## src/rtl/alu_seq_pkg.sv

```systemverilog
// Shared definitions for the ALU operation sequencer.
//   op_e    : command opcodes carried on cmd_op
//   state_e : sequencer FSM states
//   SEL_*   : select codes understood by the external add/AND ALU
package alu_seq_pkg;

    typedef enum logic [1:0] {
        OP_ADD = 2'b00,
        OP_AND = 2'b01,
        OP_SUB = 2'b10,
        OP_MUL = 2'b11
    } op_e;

    typedef enum logic [1:0] {
        IDLE = 2'b00,
        EXEC = 2'b01,
        DONE = 2'b10
    } state_e;

    localparam logic SEL_ADD = 1'b0;
    localparam logic SEL_AND = 1'b1;

endpackage

```

## src/rtl/alu_op_sequencer_if.sv

```systemverilog
// Command / response handshake bundle for the ALU operation sequencer.
//   cmd_valid/cmd_ready : command handshake, payload cmd_op, cmd_a, cmd_b
//   rsp_valid/rsp_ready : response handshake, payload rsp_data
// master = command source / result consumer, slave = sequencer.
interface alu_op_sequencer_if #(
    parameter int WIDTH = 4
);
    logic             cmd_valid;
    logic             cmd_ready;
    logic [1:0]       cmd_op;
    logic [WIDTH-1:0] cmd_a;
    logic [WIDTH-1:0] cmd_b;
    logic             rsp_valid;
    logic             rsp_ready;
    logic [WIDTH-1:0] rsp_data;

    modport master (
        output cmd_valid, cmd_op, cmd_a, cmd_b, rsp_ready,
        input  cmd_ready, rsp_valid, rsp_data
    );

    modport slave (
        input  cmd_valid, cmd_op, cmd_a, cmd_b, rsp_ready,
        output cmd_ready, rsp_valid, rsp_data
    );
endinterface

```

## src/rtl/alu_op_sequencer.sv

```systemverilog
// Initiator-side controller for the external 4-bit add/AND ALU.
// Accepts ADD/AND/SUB/MUL commands, builds SUB and MUL out of repeated ALU
// passes, and returns the result on a valid/ready response channel.
// Ports:
//   clk, rst_n      : clock, synchronous active-low reset
//   bus (slave)     : command and response handshakes
//   busy            : high whenever the FSM is not in IDLE
//   alu_a/b/sel     : drive the external ALU
//   alu_c           : combinational ALU result, captured at the next edge
// Every output is a register or a decode of registered state only.
module alu_op_sequencer
    import alu_seq_pkg::*;
#(
    parameter int WIDTH = 4
) (
    input  logic                  clk,
    input  logic                  rst_n,
    alu_op_sequencer_if.slave     bus,
    output logic                  busy,
    output logic [WIDTH-1:0]      alu_a,
    output logic [WIDTH-1:0]      alu_b,
    output logic                  alu_sel,
    input  logic [WIDTH-1:0]      alu_c
);

    localparam logic [WIDTH-1:0] ONE = WIDTH'(1);

    state_e           state_reg;
    op_e              op_reg;
    logic [WIDTH-1:0] a_reg;
    logic [WIDTH-1:0] b_reg;
    logic [WIDTH-1:0] acc_reg;
    logic [WIDTH-1:0] cnt_reg;
    logic [WIDTH-1:0] rsp_data_reg;

    assign bus.cmd_ready = (state_reg == IDLE);
    assign bus.rsp_valid = (state_reg == DONE);
    assign bus.rsp_data  = rsp_data_reg;
    assign busy          = (state_reg != IDLE);

    // ALU operand decode. Zero everywhere outside EXEC so the ALU sees a
    // quiet bus while idle or while a result is waiting.
    always_comb begin
        alu_a   = '0;
        alu_b   = '0;
        alu_sel = SEL_ADD;
        if (state_reg == EXEC) begin
            unique case (op_reg)
                OP_ADD: begin
                    alu_a = a_reg;
                    alu_b = b_reg;
                end
                OP_AND: begin
                    alu_a   = a_reg;
                    alu_b   = b_reg;
                    alu_sel = SEL_AND;
                end
                OP_SUB: begin
                    // Pass 0 forms -b = ~b + 1, pass 1 adds a to it.
                    if (cnt_reg == '0) begin
                        alu_a = ~b_reg;
                        alu_b = ONE;
                    end else begin
                        alu_a = a_reg;
                        alu_b = acc_reg;
                    end
                end
                OP_MUL: begin
                    // Repeated addition of a into the accumulator, b times.
                    if (b_reg != '0) begin
                        alu_a = acc_reg;
                        alu_b = a_reg;
                    end
                end
            endcase
        end
    end

    always_ff @(posedge clk) begin
        if (!rst_n) begin
            state_reg    <= IDLE;
            op_reg       <= OP_ADD;
            a_reg        <= '0;
            b_reg        <= '0;
            acc_reg      <= '0;
            cnt_reg      <= '0;
            rsp_data_reg <= '0;
        end else begin
            unique case (state_reg)
                IDLE: begin
                    if (bus.cmd_valid) begin
                        op_reg    <= op_e'(bus.cmd_op);
                        a_reg     <= bus.cmd_a;
                        b_reg     <= bus.cmd_b;
                        acc_reg   <= '0;
                        cnt_reg   <= '0;
                        state_reg <= EXEC;
                    end
                end
                EXEC: begin
                    unique case (op_reg)
                        OP_ADD, OP_AND: begin
                            rsp_data_reg <= alu_c;
                            state_reg    <= DONE;
                        end
                        OP_SUB: begin
                            if (cnt_reg == '0) begin
                                acc_reg <= alu_c;
                                cnt_reg <= ONE;
                            end else begin
                                rsp_data_reg <= alu_c;
                                state_reg    <= DONE;
                            end
                        end
                        OP_MUL: begin
                            if (b_reg == '0) begin
                                rsp_data_reg <= '0;
                                state_reg    <= DONE;
                            end else begin
                                acc_reg <= alu_c;
                                cnt_reg <= cnt_reg + ONE;
                                // cnt counts completed passes; this is the b-th.
                                if (cnt_reg + ONE == b_reg) begin
                                    rsp_data_reg <= alu_c;
                                    state_reg    <= DONE;
                                end
                            end
                        end
                    endcase
                end
                DONE: begin
                    if (bus.rsp_ready) begin
                        state_reg <= IDLE;
                    end
                end
                default: state_reg <= IDLE;
            endcase
        end
    end

endmodule

```

## src/flat_wrapper.sv

```systemverilog
// flat-port wrapper written by rule: the top's interface ports become plain ports
module alu_op_sequencer_flat import alu_seq_pkg::*;
#(
    parameter int WIDTH = 4
)
  (clk, rst_n, busy, alu_a, alu_b, alu_sel, alu_c, bus_cmd_valid, bus_cmd_op, bus_cmd_a, bus_cmd_b, bus_rsp_ready, bus_cmd_ready, bus_rsp_valid, bus_rsp_data);
  alu_op_sequencer_if #(.WIDTH(WIDTH)) bus_i ();
  input  logic clk;
  input  logic rst_n;
  output logic busy;
  output logic [WIDTH-1:0] alu_a;
  output logic [WIDTH-1:0] alu_b;
  output logic alu_sel;
  input  logic [WIDTH-1:0] alu_c;
  input wire logic [$bits(bus_i.cmd_valid)-1:0] bus_cmd_valid;
  input wire logic [$bits(bus_i.cmd_op)-1:0] bus_cmd_op;
  input wire logic [$bits(bus_i.cmd_a)-1:0] bus_cmd_a;
  input wire logic [$bits(bus_i.cmd_b)-1:0] bus_cmd_b;
  input wire logic [$bits(bus_i.rsp_ready)-1:0] bus_rsp_ready;
  output wire logic [$bits(bus_i.cmd_ready)-1:0] bus_cmd_ready;
  output wire logic [$bits(bus_i.rsp_valid)-1:0] bus_rsp_valid;
  output wire logic [$bits(bus_i.rsp_data)-1:0] bus_rsp_data;
  assign bus_i.cmd_valid = bus_cmd_valid;
  assign bus_i.cmd_op = bus_cmd_op;
  assign bus_i.cmd_a = bus_cmd_a;
  assign bus_i.cmd_b = bus_cmd_b;
  assign bus_i.rsp_ready = bus_rsp_ready;
  assign bus_cmd_ready = bus_i.cmd_ready;
  assign bus_rsp_valid = bus_i.rsp_valid;
  assign bus_rsp_data = bus_i.rsp_data;
  alu_op_sequencer #(.WIDTH(WIDTH)) u_core (.clk(clk), .rst_n(rst_n), .bus(bus_i), .busy(busy), .alu_a(alu_a), .alu_b(alu_b), .alu_sel(alu_sel), .alu_c(alu_c));
endmodule
```

## config.mk

```make
export PLATFORM = sky130hd
export DESIGN_NAME = alu_op_sequencer_flat
export DESIGN_NICKNAME = d
export VERILOG_FILES = /design/src/rtl/alu_seq_pkg.sv /design/src/rtl/alu_op_sequencer_if.sv /design/src/rtl/alu_op_sequencer.sv /design/src/flat_wrapper.sv
export SDC_FILE = /design/constraint.sdc
export NUM_CORES = 1
export LEC_CHECK = 0
export CORE_MARGIN = 2
export CORE_UTILIZATION = 42
export CTS_CLUSTER_SIZE = 8
export DETAILED_ROUTE_END_ITERATION = 10
export DONT_BUFFER_PORTS = 1
export GPL_ROUTABILITY_DRIVEN = 0
export PLACE_DENSITY = 0.55
export SYNTH_ARGS = -nofsm -noshare
export SYNTH_HDL_FRONTEND = slang
export SYNTH_SLANG_ARGS = --single-unit
```

## constraint.sdc

```tcl
create_clock -name clk -period 3.9 [get_ports clk]
set_clock_uncertainty 0.1 [all_clocks]
set_input_delay 0.39 -clock clk [delete_from_list [all_inputs] [get_ports clk]]
set_output_delay 0.39 -clock clk [all_outputs]
set_load 0.01 [all_outputs]
```

# == Word level (Yosys, flattened, before mapping) ==
# Index checks and enable logic that the tools add are counted.
# op_classes
eq_ne,15
addsub,1
bitwise_logic,1
n_reduce_logical,12
muxes,30
# op_table
operator,n
4-bit 2-to-1 mux,14
4-bit case mux with 3 select lines,3
4-bit case mux with 2 select lines,4
3-bit != test (second input constant),4
2-bit case mux with 3 select lines,2
2-bit 2-to-1 mux,5
4-bit logical NOT,2
2-bit == test (second input constant),3
2-bit != test (second input constant),3
5-bit AND reduction,1
4-bit by 1-bit adder with 4-bit output (second input constant),1
2-bit by 1-bit == test with 1-bit output (second input constant),2
4-bit == test,1
2-bit logical NOT,2
4-bit != test (second input constant),1
4-bit inverter,1
4-bit AND reduction,1
2-bit nonzero test,2
4-bit nonzero test,1
3-bit by 1-bit != test with 1-bit output (second input constant),1
3-bit AND reduction,1
1-bit 2-to-1 mux,2
2-bit AND reduction,1
2-bit OR reduction,1
# totals
register_bits,24
word_cells,66
output_inout_bits,16
input_bits,18

# == Longest topological paths before layout ==
# logic_depth
word_depth,6
depth_mapped,8
mapped_depth_nobuf,7

# == Worst setup path after synthesis ==
# Ideal clock, no wire load.
# synth_path
path_kind,register -> register
from,reg u_core.cnt_reg[0]
to,reg u_core.rsp_data_reg[0] (netlist: u_core.bus.rsp_data[0])
arrival_ps,1867
stages_incl_launch_ff,7
setup_time_ps,72
t_required_ps,3728
setup_slack_ps,1861
path_buffers,0
synth_period_minus_slack_ps,2039
cell_sequence,dfxtp_1 > inv_1 > ha_1 > xor2_1 > o41a_1 > nor3b_4 > mux2i_1
# synth_via
elab_chain_len,4
elab_cells_between_ends,6
cone_classes,1 x add/sub; 3 x eq/ne; 2 x reduce/logical
# synth_rtl
element,line_no,source
from (decl),alu_op_sequencer.sv:33,logic [WIDTH-1:0] cnt_reg;
from (signal assigned),alu_op_sequencer.sv:121,cnt_reg <= cnt_reg + ONE;
4-bit by 1-bit adder with 4-bit output,alu_op_sequencer.sv:123,if (cnt_reg + ONE == b_reg) begin
4-bit == test,alu_op_sequencer.sv:123,
3-bit by 1-bit != test with 1-bit output (no line),-,
3-bit AND reduction (no line) *,-,
to (signal assigned),alu_op_sequencer.sv:103,rsp_data_reg <= alu_c;
to (signal assigned),alu_op_sequencer.sv:111,rsp_data_reg <= alu_c;
to (signal assigned),alu_op_sequencer.sv:124,rsp_data_reg <= alu_c;
to (decl),alu_op_sequencer.sv:34,logic [WIDTH-1:0] rsp_data_reg;
# Mark *: on every way between the ends. The rest lies on a longest branch, timed or not.
# A chain may end at the register's enable or synchronous reset.

# == Worst setup path after layout ==
# layout_path
from,reg u_core.b_reg[0]
to,out alu_b[1]
# layout_via
elab_chain_len,4
# layout_rtl
element,line_no,source
from (decl),alu_op_sequencer.sv:31,logic [WIDTH-1:0] b_reg;
from (signal assigned),alu_op_sequencer.sv:94,b_reg <= bus.cmd_b;
4-bit nonzero test,alu_op_sequencer.sv:70,if (b_reg != '0) begin
4-bit 2-to-1 mux,alu_op_sequencer.sv:70,
4-bit case mux with 3 select lines,alu_op_sequencer.sv:48,unique case (op_reg)
4-bit 2-to-1 mux,alu_op_sequencer.sv:47,if (state_reg == EXEC) begin
to (decl),flat_wrapper.sv:12,output logic [WIDTH-1:0] alu_b;
# Every way passes these cells.

==> impl_metrics.env <==
export IMPL_swShare_pct=28.6
export IMPL_syn_inst=162
export IMPL_grt_use_total_pct=19.1
export IMPL_ys_warnings_count=0
export IMPL_combPwrFrac_pct=15.8
export IMPL_grt_max_degree=30
export IMPL_power_switching_w=0.000138
export IMPL_maxSlewHeadroom_pct=56.7
export IMPL_cp_depth=4
export IMPL_rr_endpoint="u_core.bus.rsp_data[2]"
export IMPL_syn_to_final_growth_pct=2.86
export IMPL_cts_root_buf="clkbuf_4"
export IMPL_fmax_mhz=406
export IMPL_ys_flop_type="dfxtp_1"
export IMPL_path_buf_inv=0
export IMPL_grt_pass1_vias=1045
export IMPL_setup_tns_ps=0
export IMPL_crit_arrival_ps=1970
export IMPL_initial_core_util_pct=43.7
export IMPL_crit_path_end_kind="output pin"
export IMPL_worst_r2r_cell_count=6
export IMPL_cts_clk_slew_worst_paths_ps=130
export IMPL_finalCritPeriodShare_pct=63.2
export IMPL_cts_tree="yes"
export IMPL_core_um2=3000
export IMPL_synth_top_family_by_area="simple AND/OR/NAND/NOR gates"
export IMPL_syn_nets=182
export IMPL_num_io_pins=34
export IMPL_status="complete, no violations"
export IMPL_nNetsFinal=178
export IMPL_htree_levels=1
export IMPL_die_w_um=59.9
export IMPL_yosys_area_share_simple_pct=30.2
export IMPL_cts_setup_buffers=0
export IMPL_layout_common_cells="nand2_1 (31), dfxtp_1 (24), nor2_1 (14), a21boi_0 (14), nand3_1 (11)"
export IMPL_drv_cap=0
export IMPL_rsz0062_at_grt="no"
export IMPL_power_w=0.000483
export IMPL_drive_above_1_share_pct=5.73
export IMPL_cp_required_ps=3410
export IMPL_cp_startpoint="u_core.b_reg[0]"
export IMPL_max_vdd_ir_drop_mv=0.157
export IMPL_seqPwrFrac_pct=57.3
export IMPL_ff2ff_setup_slack_ps=1670
export IMPL_synth_compound_area_share_pct=19.5
export IMPL_syn_mean_instance_area_um2=8.09
export IMPL_ys_ff_latch=24
export IMPL_p_int_w=0.000345
export IMPL_hold_viol_final=0
export IMPL_cp_max_fo=9
export IMPL_post_drt_via_cell_ratio=5.97
export IMPL_cts_sinks=24
export IMPL_synth_adder_area_share_pct=1.91
export IMPL_drv_slew=0
export IMPL_fp_row_count=20
export IMPL_clockBufferDepth=2
export IMPL_numCtsBuffers=3
export IMPL_synth_xor_area_share_pct=4.01
export IMPL_cpMaxStageDelayCell="nor4_1"
export IMPL_startpoint_type="flop"
export IMPL_final_min_clock_period_ps=2460
export IMPL_routed_wl_mm=3.04
export IMPL_grt_pass1_wl_mm=5.11
export IMPL_max_stage_delay_ps=560
export IMPL_synth_edff_count=0
export IMPL_drt_first_pass_iters=4
export IMPL_synthMuxAreaShare_pct=3.05
export IMPL_clk_latency_ps=310
export IMPL_worstMarginPinSlew_ps=648
export IMPL_dr_total_vias=1135
export IMPL_pwr_share_clk_pct=26.9
export IMPL_crit_family="simple AND/OR/NAND/NOR gates"
export IMPL_ant_nets=0
export IMPL_powerDensity_nw_per_um2=358
export IMPL_drc=0
export IMPL_ys_seq_area_share_pct=36.6
export IMPL_crit_chain="nor4_1 > nor2_2 > a222oi_1 > nor2_1"
export IMPL_dieArea_um2=3590
export IMPL_setup_worst_path_end="alu_b[1]"
export IMPL_synth_async_reset_ratio_pct=0
export IMPL_wl_per_cell_um=16.0
export IMPL_syn_area_um2=1310
export IMPL_antenna_cells=0
export IMPL_grt_overflow_total=0
export IMPL_numPortBuffers=0
export IMPL_p_leak_nw=0.456
export IMPL_hold_path_class="input pin to flop"
export IMPL_cts_hold_buffers=0
export IMPL_crit_type="flop to output pin"
export IMPL_grt_antenna_before_repair=0
export IMPL_layout_commonest_cell="nand2_1"
export IMPL_setup_viol=0
export IMPL_ctsResizeCount=0
export IMPL_ys_types=38
export IMPL_die_h_um=59.9
export IMPL_reg2reg_from="u_core.cnt_reg[0]"
export IMPL_drtIter0Drc=78
export IMPL_dp_hpwl_mm=2.20
cells by family (layout without fill, tap and decap cells):
logic type / Yosys count / after routing
adder cells (fa/ha/maj): 2 / 2
AO/OA/AOI/OAI: 33 / 33
multiplexers: 4 / 4
flip-flops: 24 / 24
AND/OR/NAND/NOR: 78 / 78
XOR/XNOR: 6 / 6
buffers and inverters: 15 / 10
per-stage QoR:
stage	hold slack (ps)	setup slack, ps	instance area, um2	std cells	utilization [%]
CTS	75.5	1420	1350	190	44.9
finish	83.6	1440	1350	190	44.9
floorplan	326	1860	1310	162	-
detailed placement	352	1660	1310	186	43.7
global placement	343	1730	1310	186	43.7
global route	57.2	1180	1350	190	44.9
cell usage after synthesis, types with 3 or more instances:
master | number | share of area [%]
a21boi_0 | 14 | 8.0
nor2b_1 | 3 | 1.4
inv_1 | 6 | 1.7
a31oi_1 | 4 | 1.9
dfxtp_1 | 24 | 37
a221oi_1 | 4 | 2.7
nor2_1 | 14 | 4.0
nor3b_1 | 3 | 1.7
mux2i_1 | 4 | 3.1
nand2_1 | 31 | 8.9
clkbuf_1 | 6 | 1.7
xnor2_1 | 4 | 2.7
a222oi_1 | 3 | 2.3
nand3_1 | 11 | 4.2
worst reg2reg max path: stages, from the launching register on:
cell and delay [ps]:
dfxtp_1 430, inv_1 90, ha_1 330, xor2_1 160, o41a_1 480, nor3b_4 370, mux2i_1 220
power by group through the flow:
stage / Clock [W] / Combinational (W) / Sequential (W)
2_1_floorplan: 0 / 0.0000712 / 0.000275
3_3_place_gp: 0 / 0.0000751 / 0.000283
3_5_place_dp: 0 / 0.0000774 / 0.000283
4_1_cts: 0.000135 / 0.0000776 / 0.000277
5_1_grt: 0.000147 / 0.0000874 / 0.000280
6_report: 0.000130 / 0.0000763 / 0.000277
worst min path at each step:
| stage | startpoint | endpoint | slack (ps) | depth (start not counted) |
|---|---|---|---|---|
| floorplan | u_core.state_reg[1] | u_core.state_reg[0] | 330 | 1 |
| global placement | u_core.state_reg[1] | u_core.state_reg[0] | 340 | 1 |
| detailed placement | u_core.state_reg[1] | u_core.state_reg[0] | 350 | 1 |
| CTS | rst_n | u_core.state_reg[1] | 80 | 1 |
| global route | rst_n | u_core.cnt_reg[2] | 60 | 1 |
| finish | rst_n | u_core.cnt_reg[2] | 80 | 1 |
metal layers:
metal	up-vias	part of all wire (%)	GRT usage, %
met5	-	0	0
met4	0	1.0	4.76
met3	6	6.4	4.11
met2	32	47	29.8
met1	535	46	26.6
li1	562	-	-
final cells by class:
type	count	area (um2)
multi-input combinational	123	768
clock buffer	4	36.3
sequential	24	480
tap	33	41.3
inverter	6	22.5
fill	313	1650
Note: power is estimated with default switching activity, not from simulation.
